[src/rtl/sobel_y_scan_ctrl.sv]
// ============================================================================
//  Module   : sobel_y_scan_ctrl
//  Summary  : Column-major frame-scan sequencer and result-tag pipeline for
//             the streaming Sobel-Y datapath.
//  Revision : 1.0
// ============================================================================
`timescale 1ns/1ps
`default_nettype none

module sobel_y_scan_ctrl #(
   parameter int IMG_W   = 640,
   parameter int IMG_H   = 480,
   parameter int ADDR_W  = 19,
   parameter int MEM_LAT = 1,
   parameter int DP_LAT  = 5
) (
   input  logic                      clk,
   input  logic                      rst,
   input  logic                      start_i,
   input  logic                      abort_i,
   output logic                      busy_o,
   output logic                      done_o,
   output logic                      rd_en_o,
   output logic [ADDR_W-1:0]         rd_addr_l_o,
   output logic [ADDR_W-1:0]         rd_addr_c_o,
   output logic [ADDR_W-1:0]         rd_addr_r_o,
   output logic                      out_valid_o,
   output logic [$clog2(IMG_W)-1:0]  out_x_o,
   output logic [$clog2(IMG_H)-1:0]  out_y_o,
   output logic                      out_last_o
);

   localparam int XW    = $clog2(IMG_W);
   localparam int YW    = $clog2(IMG_H);
   localparam int TAG_D = MEM_LAT + DP_LAT;
   localparam int CW    = $clog2(TAG_D + 1);

   localparam logic [XW-1:0]     X_MAX      = XW'(IMG_W - 1);
   localparam logic [YW-1:0]     Y_MAX      = YW'(IMG_H - 1);
   localparam logic [ADDR_W-1:0] ROW_STEP   = ADDR_W'(IMG_W);
   localparam logic [ADDR_W-1:0] ADDR_ONE   = ADDR_W'(1);
   localparam logic [CW-1:0]     DRAIN_INIT = CW'(TAG_D - 1);

   typedef enum logic [1:0] {
      S_IDLE  = 2'd0,
      S_RUN   = 2'd1,
      S_DRAIN = 2'd2,
      S_DONE  = 2'd3
   } state_t;

   state_t              state_q;
   logic [XW-1:0]       x_q, x_d;
   logic [YW-1:0]       y_q, y_d;
   logic [ADDR_W-1:0]   addr_c_q, addr_c_d;
   logic [ADDR_W-1:0]   addr_l_q, addr_l_d;
   logic [ADDR_W-1:0]   addr_r_q, addr_r_d;
   logic [CW-1:0]       drain_q;
   logic                busy_q, done_q, rd_en_q;
   logic                last_pix;

   logic                tag_v_d, tag_l_d;
   logic [XW-1:0]       tag_x_d;
   logic [YW-1:0]       tag_y_d;

   assign last_pix = (x_q == X_MAX) && (y_q == Y_MAX);

   // Next pixel in column-major order; the address walks down a column by
   // adding one row stride and reloads to the column index at each wrap.
   always_comb begin
      x_d      = x_q;
      y_d      = y_q + YW'(1);
      addr_c_d = addr_c_q + ROW_STEP;
      if (y_q == Y_MAX) begin
         x_d      = x_q + XW'(1);
         y_d      = '0;
         addr_c_d = ADDR_W'(x_d);
      end
      addr_l_d = (x_d == '0)    ? addr_c_d : addr_c_d - ADDR_ONE;
      addr_r_d = (x_d == X_MAX) ? addr_c_d : addr_c_d + ADDR_ONE;
   end

   always_ff @(posedge clk) begin
      if (rst || abort_i) begin
         state_q  <= S_IDLE;
         x_q      <= '0;
         y_q      <= '0;
         addr_c_q <= '0;
         addr_l_q <= '0;
         addr_r_q <= '0;
         drain_q  <= '0;
         busy_q   <= 1'b0;
         done_q   <= 1'b0;
         rd_en_q  <= 1'b0;
      end else begin
         done_q <= 1'b0;
         case (state_q)
            S_IDLE: begin
               if (start_i) begin
                  state_q  <= S_RUN;
                  busy_q   <= 1'b1;
                  rd_en_q  <= 1'b1;
                  x_q      <= '0;
                  y_q      <= '0;
                  addr_c_q <= '0;
                  addr_l_q <= '0;
                  addr_r_q <= ADDR_ONE;
               end
            end
            S_RUN: begin
               if (last_pix) begin
                  state_q  <= S_DRAIN;
                  rd_en_q  <= 1'b0;
                  x_q      <= '0;
                  y_q      <= '0;
                  addr_c_q <= '0;
                  addr_l_q <= '0;
                  addr_r_q <= '0;
                  drain_q  <= DRAIN_INIT;
               end else begin
                  x_q      <= x_d;
                  y_q      <= y_d;
                  addr_c_q <= addr_c_d;
                  addr_l_q <= addr_l_d;
                  addr_r_q <= addr_r_d;
               end
            end
            S_DRAIN: begin
               if (drain_q == '0) begin
                  state_q <= S_DONE;
                  busy_q  <= 1'b0;
                  done_q  <= 1'b1;
               end else begin
                  drain_q <= drain_q - 1'b1;
               end
            end
            S_DONE: begin
               state_q <= S_IDLE;
            end
            default: begin
               state_q <= S_IDLE;
            end
         endcase
      end
   end

   // Rows 0 and 1 of each column mix in the previous column, so only y >= 2
   // yields a real result, reported against the centre row y-1.
   assign tag_v_d = rd_en_q && (y_q >= YW'(2));
   assign tag_l_d = tag_v_d && last_pix;
   assign tag_x_d = rd_en_q ? x_q : '0;
   assign tag_y_d = rd_en_q ? (y_q - YW'(1)) : '0;

   for (genvar i = 0; i < TAG_D; i++) begin : g_tag
      logic          v_q, l_q;
      logic [XW-1:0] x_q;
      logic [YW-1:0] y_q;

      if (i == 0) begin : g_head
         always_ff @(posedge clk) begin
            if (rst || abort_i) begin
               v_q <= 1'b0;
               l_q <= 1'b0;
               x_q <= '0;
               y_q <= '0;
            end else begin
               v_q <= tag_v_d;
               l_q <= tag_l_d;
               x_q <= tag_x_d;
               y_q <= tag_y_d;
            end
         end
      end else begin : g_body
         always_ff @(posedge clk) begin
            if (rst || abort_i) begin
               v_q <= 1'b0;
               l_q <= 1'b0;
               x_q <= '0;
               y_q <= '0;
            end else begin
               v_q <= g_tag[i-1].v_q;
               l_q <= g_tag[i-1].l_q;
               x_q <= g_tag[i-1].x_q;
               y_q <= g_tag[i-1].y_q;
            end
         end
      end
   end

   assign busy_o      = busy_q;
   assign done_o      = done_q;
   assign rd_en_o     = rd_en_q;
   assign rd_addr_l_o = addr_l_q;
   assign rd_addr_c_o = addr_c_q;
   assign rd_addr_r_o = addr_r_q;
   assign out_valid_o = g_tag[TAG_D-1].v_q;
   assign out_last_o  = g_tag[TAG_D-1].l_q;
   assign out_x_o     = g_tag[TAG_D-1].x_q;
   assign out_y_o     = g_tag[TAG_D-1].y_q;

endmodule

`default_nettype wire

[config.mk]
export PLATFORM = sky130hd
export DESIGN_NAME = sobel_y_scan_ctrl
export DESIGN_NICKNAME = d
export VERILOG_FILES = /design/src/rtl/sobel_y_scan_ctrl.sv
export SDC_FILE = /design/constraint.sdc
export NUM_CORES = 1
export LEC_CHECK = 0
export BUFFER_PORTS_ARGS = -buffer_cell sky130_fd_sc_hd__buf_2
export CAP_MARGIN = 20
export CORE_ASPECT_RATIO = 0.9
export CORE_UTILIZATION = 59
export DETAILED_ROUTE_END_ITERATION = 7
export PLACE_DENSITY = 0.78
export SLEW_MARGIN = 20
export SYNTH_ARGS = -nofsm -noshare
export SYNTH_HDL_FRONTEND = slang
export SYNTH_SLANG_ARGS = --single-unit
export TNS_END_PERCENT = 10
[constraint.sdc]
create_clock -name clk -period 3.2 [get_ports clk]
set_input_delay 0.16 -clock clk [delete_from_list [all_inputs] [get_ports clk]]
set_output_delay 0.16 -clock clk [all_outputs]
set_load 0.03 [all_outputs]
# Yosys cells after proc, flatten, opt, wreduce, memory -nomap -nowiden

Cells that the tools add are included.

$lt $le $gt $ge: 1
Shift operators: 0
Bitwise gates (word level): 2
Divide/modulo/power cells: 0
Multiplexer cells: 32
Add/subtract/negate cells: 7
$mul: 0
Equal/unequal tests: 10
Reductions and logical operators: 17

Operators with widths:

| cell                                                                  | number |
|---|---|
| 19-bit two-way mux                                                    | 8 |
| 19-bit one-hot mux with 2 select lines                                | 3 |
| 10-bit two-way mux                                                    | 3 |
| 9-bit two-way mux                                                     | 3 |
| 10-bit == test, second input constant                                 | 2 |
| 10-bit one-hot mux with 2 select lines                                | 1 |
| 19-bit by 1-bit adder with 19-bit output, second input constant       | 1 |
| 19-bit by 10-bit adder with 19-bit output, second input constant      | 1 |
| 19-bit by 1-bit subtractor with 19-bit output, second input constant  | 1 |
| 9-bit one-hot mux with 2 select lines                                 | 1 |
| 3-bit AND reduction                                                   | 4 |
| 10-bit by 1-bit adder with 10-bit output, second input constant       | 1 |
| 10-bit logical NOT                                                    | 1 |
| 9-bit by 1-bit adder with 9-bit output, second input constant         | 1 |
| 9-bit == test, second input constant                                  | 1 |
| 9-bit by 2-bit >= comparator with 1-bit output, second input constant | 1 |
| 9-bit by 1-bit subtractor with 9-bit output, second input constant    | 1 |
| 2-bit != test, second input constant                                  | 4 |
| 2-bit one-hot mux with 4 select lines                                 | 1 |
| 2-bit two-way mux                                                     | 3 |
| 3-bit two-way mux                                                     | 2 |
| 3-bit one-hot mux with 2 select lines                                 | 1 |
| 2-bit nonzero test                                                    | 3 |
| 2-bit == test, second input constant                                  | 2 |
| 11 further kinds                                                      | 19 |

Memory bits (writable): 0
Flip-flop bits (word level): 210
Word-level logic and storage cells: 103
Memory bits (read-only): 0
Memories: 0
Input port bits: 4
Output and inout port bits: 81
Latch bits: 0

# Longest topological paths before layout

Depth in word-level cells: 6
Gate-level depth with buffers: 12
Mapped depth without buffers: 11

# Worst setup path before layout

OpenSTA, ideal clock, no wires.

Path type: register to register
From: reg y_q[0]
To: reg addr_l_q[14] (netlist: rd_addr_l_o[14])
Setup slack: 394 ps
Arrival: 2680 ps
Path buffers: 1
Setup time: 127 ps
Required time: 3073 ps
Stages on the path, launching flop included: 13
Period minus slack after synthesis: 2806 ps
Cell sequence: dfxtp_1 ha_1 nand3_2 nor3_4 buf_4 mux2_2 inv_1 ha_1 nand2_2 nor4_4 and4_1 xnor2_1 o21ai_1

Cells in the longest elaborated chain, start to end: 6

Ends and longest elaborated chain:

| what                                                                                       | line   | text |
|---|---|---|
| from (decl)                                                                                | 53     | `logic [YW-1:0] y_q, y_d;` |
| from (signal assigned)                                                                     | 121    | `y_q <= y_d;` |
| 9-bit == test (*)                                                                          | 65, 73 |  |
| 19-bit two-way mux / 10-bit two-way mux (equally long branches)                            | 73     | `if (y_q == Y_MAX) begin` |
| 19-bit by 1-bit subtractor with 19-bit output / 10-bit logical NOT (equally long branches) | 78     | `addr_l_d = (x_d == '0) ? addr_c_d : addr_c_d - ADDR_ONE;` |
| 19-bit two-way mux                                                                         | 78     |  |
| 19-bit two-way mux (*)                                                                     | 110    | `if (last_pix) begin` |
| 19-bit one-hot mux with 2 select lines (*)                                                 | 96     | `case (state_q)` |
| to (signal assigned)                                                                       | 123    | `addr_l_q <= addr_l_d;` |
| to (decl)                                                                                  | 55     | `logic [ADDR_W-1:0] addr_l_q, addr_l_d;` |

Mark *: on every way between the ends. The rest lies on a longest branch, timed or not.
A chain may end at the register's enable or synchronous reset.

# Worst setup path after layout

From: reg y_q[0]
To: reg addr_r_q[10] (netlist: rd_addr_r_o[10])

Cells in the longest elaborated chain, start to end: 6

Ends and longest elaborated chain:

| what                                                                              | line   | text |
|---|---|---|
| 9-bit == test (*)                                                                 | 65, 73 |  |
| 19-bit two-way mux / 10-bit two-way mux (equally long branches)                   | 73     |  |
| 19-bit by 1-bit adder with 19-bit output / 10-bit == test (equally long branches) | 79     | `addr_r_d = (x_d == X_MAX) ? addr_c_d : addr_c_d + ADDR_ONE;` |
| 19-bit two-way mux                                                                | 79     |  |
| 19-bit two-way mux (*)                                                            | 110    |  |
| 19-bit one-hot mux with 2 select lines (*)                                        | 96     |  |
| to (signal assigned)                                                              | 124    | `addr_r_q <= addr_r_d;` |
| to (decl)                                                                         | 56     | `logic [ADDR_W-1:0] addr_r_q, addr_r_d;` |

Marked as above.

==> results by group <==
Run status
  – Status: finished, final reports clean

Clock network
  – Clock slew at reported path FFs: around 60 ps
  – Max clock buf depth: 3
  – Clock tree sinks: 210
  – Worst skew pair latency: just under 500 ps
  – CTS Buf Count: 21
  – CTS H-Tree Depth: 1
  – CTS root buf: clkbuf_16
  – CTS tree: yes

Global route
  – Largest net degree at the start of global routing: between 60 and 70
  – Overflow after GRT: 0
  – Initial antenna violation count: 0
  – First-pass GRT wire length: between 30000 and 40000 um
  – Vias in the first global route: 5924
  – GRT Overall Usage: a little over a quarter

Floorplan
  – Initial Util: between 60% and 70%
  – Row count: 41
  – IO Pins: 85
  – Die Area: about 15000 um^2
  – Die height: about 120 um
  – Chip Width: 129 um
  – Core area: roughly 14000 um^2

Synth
  – Syn Inst Count: roughly 930
  – Post-synth top cells: dfxtp_1, and2_1, nor2_1, nand2_1, clkbuf_1
  – Yosys top cell area share: around 49%
  – Top FF cell, synth: dfxtp_1
  – Top-count cell post-synth: dfxtp_1
  – Post-synth ARST share: 0%
  – Synth area leader: dfxtp_1
  – EDFF count, synth: 0
  – Yosys cell types: between 70 and 80
  – Syn Nets: 945
  – Syn avg cell area: 9.29 um^2
  – #FFs+latches synth: 210
  – Ranking of synthesized cells by area: dfxtp_1, and2_1, nor2_1
  – Synth Cell Area: between 8000 and 9000 um^2
  – Sequential fraction of the synthesis area: approximately 49%
  – Yosys warnings: 0

Critical path
  – Critical Path End Type: flop
  – Critical path arrival: about 3400 ps
  – Reg2reg path depth: 12
  – Worst endpoint required time: approximately 3600 ps
  – Critical path class: flop to flop
  – Max Fanout on Critical Path: 14
  – Crit start category: flop

Detailed routing
  – Initial DRC count: 558
  – Via count of the routed design: 6746
  – Routed vias/inst: around 5.5
  – DR DRC count: 0
  – Final ANT Viol Nets: 0
  – First-pass detailed-route iteration total: 5
  – Average wire per standard cell: between 15 and 20 um
  – Post-Route WL: about 20000 um

Placement
  – Port Buf Inserts: 84
  – Post-DP HPWL: 13700 um
  – Routability cong.: approximately 0.93

Final layout
  – ANT cells: 0
  – Final #Nets: 1039
  – Area grow syn2layout: 17.1%
  – # fillers: about 1100
  – Fraction of final layout cells sized beyond drive strength 1: ~19%

STA
  – Final setup vio count: 0
  – TNS Setup: 0 ps
  – Least-Margin Pin Slew: ~800 ps
  – Max Freq: 326 MHz
  – Tmin final: 3070 ps
  – Relative slew margins: between 40% and 50%
  – Max Slew Vio Count: 0
  – Post-route clock skew: approximately 10 ps
  – Min Hold Slack: 33.6 ps
  – Tcrit/Tclk final: about 96%
  – Fin. Hold Viols: 0

Min path
  – Hold depth: 3
  – Worst hold path type: input pin to flop

Power
  – Pwr per Cell Area: between 500 and 600 nW/um^2
  – Leakage: ~4.1 nW
  – Worst vdd ir: 368 uV

Flow run
  – Max-cap violations: 0
[worst max-delay path, cell delays in order, from the launching register on]
cell and delay, ps:
dfxtp_2 410, ha_2 250, nand3_2 230, or3_4 500, buf_4 200, a21oi_2 200
inv_2 110, ha_1 220, inv_1 140, a21oi_1 100, and3_1 250, xnor2_1 230
o21ai_0 100
[timing repair]
item / 4_1_cts / 5_1_grt
buffers inserted: 0 / 6
endpoints found under the setup margin: 0 / 18
gates resized for setup: 0 / 3
hold buffers: 0 / 0
[metal layers]
layer	up-vias	global-route usage (%)	share of wire, %
met3	27	3.66	6.6
li1	3378	-	-
met4	0	7.13	1.8
met1	3107	39.8	50
met5	-	0	0
met2	234	39.9	42
[report_power, final]
part | internal (mW) | total (mW) | switching (mW)
sequential | 2.63 | 2.64 | 0.0106
clock | 1.47 | 2.44 | 0.979
combinational | 0.0521 | 0.188 | 0.136
total | 4.14 | 5.27 | 1.13
[area by class of cell]
| class | count | area (um^2) | area share (%) |
|---|---|---|---|
| inverters | 15 | 56.3 | 0.557 |
| well taps | 193 | 241 | 2.39 |
| multi-input cells | 642 | 4110 | 40.7 |
| repair buffers | 132 | 793 | 7.85 |
| flip-flops and latches | 210 | 4210 | 41.6 |
| clock inverters | 9 | 105 | 1.04 |
| clock buffers | 28 | 592 | 5.86 |
[state kept, by name, summed over array words and instances, names as in the netlist, 2 cells and up]
signal	flops
g_tag.x_q	50
g_tag.y_q	45
rd_addr_c_o	19
rd_addr_l_o	19
rd_addr_r_o	19
out_x_o	10
x_q	10
out_y_o	9
y_q	9
g_tag.l_q	5
g_tag.v_q	5
drain_q	3
state_q	2
[placed cells by master (no fill, tap or decap), types with 5 or more instances in the layout]
cell type,count
xor2_1,30
inv_1,14
a22oi_1,19
and3_1,13
nand2b_1,6
ha_1,12
buf_2,84
nand4b_1,5
nor2_1,76
nand2_1,77
nand3_1,18
a31oi_1,6
xnor2_1,31
nand4_1,13
and2_1,110
mux2i_1,5
a211oi_1,7
or3_1,7
dfxtp_1,209
a22o_1,6
nor4_1,11
buf_4,47
o21ai_1,24
a21oi_1,30
nor3_1,22
clkbuf_16,21
o21ai_0,30
[per-stage QoR]
step / setup slack, ps / cells / util (%) / area, um^2 / total power, mW
finish: 130 / 1229 / 71.3 / 10100 / 5.27
global placement: 138 / 1185 / 66.0 / 9340 / 2.88
detailed placement: 86.3 / 1185 / 66.0 / 9340 / 2.88
floorplan: 394 / 928 / - / 8620 / 2.82
CTS: 80.6 / 1222 / 70.9 / 10000 / 5.30
global route: -1.02 / 1229 / 71.3 / 10100 / 5.43
[cell families (layout without fill, tap and decap cells)]
group,count (synthesis),count (layout),share of synthesized area (%)
XOR/XNOR,61,61,6.19
adder cells (fa/ha/maj),13,13,1.89
AND/OR/NAND/NOR,395,396,25.0
buffers and inverters,77,184,3.92
flip-flops,210,210,48.7
multiplexers,6,6,0.711
AO/OA/AOI/OAI,166,166,13.6
[path summary, 6_finish.rpt]
| kind | end | slack, ps | start |
|---|---|---|---|
| max | rd_addr_r_o[10] | 130 | y_q[0] |
| min | y_q[7] | 30 | abort_i |
| max reg2reg | rd_addr_r_o[10] | 130 | y_q[0] |
| min reg2reg | g_tag[1].y_q[8] | 420 | g_tag[0].y_q[8] |
No activity file was read; power rests on OpenSTA's default activity.
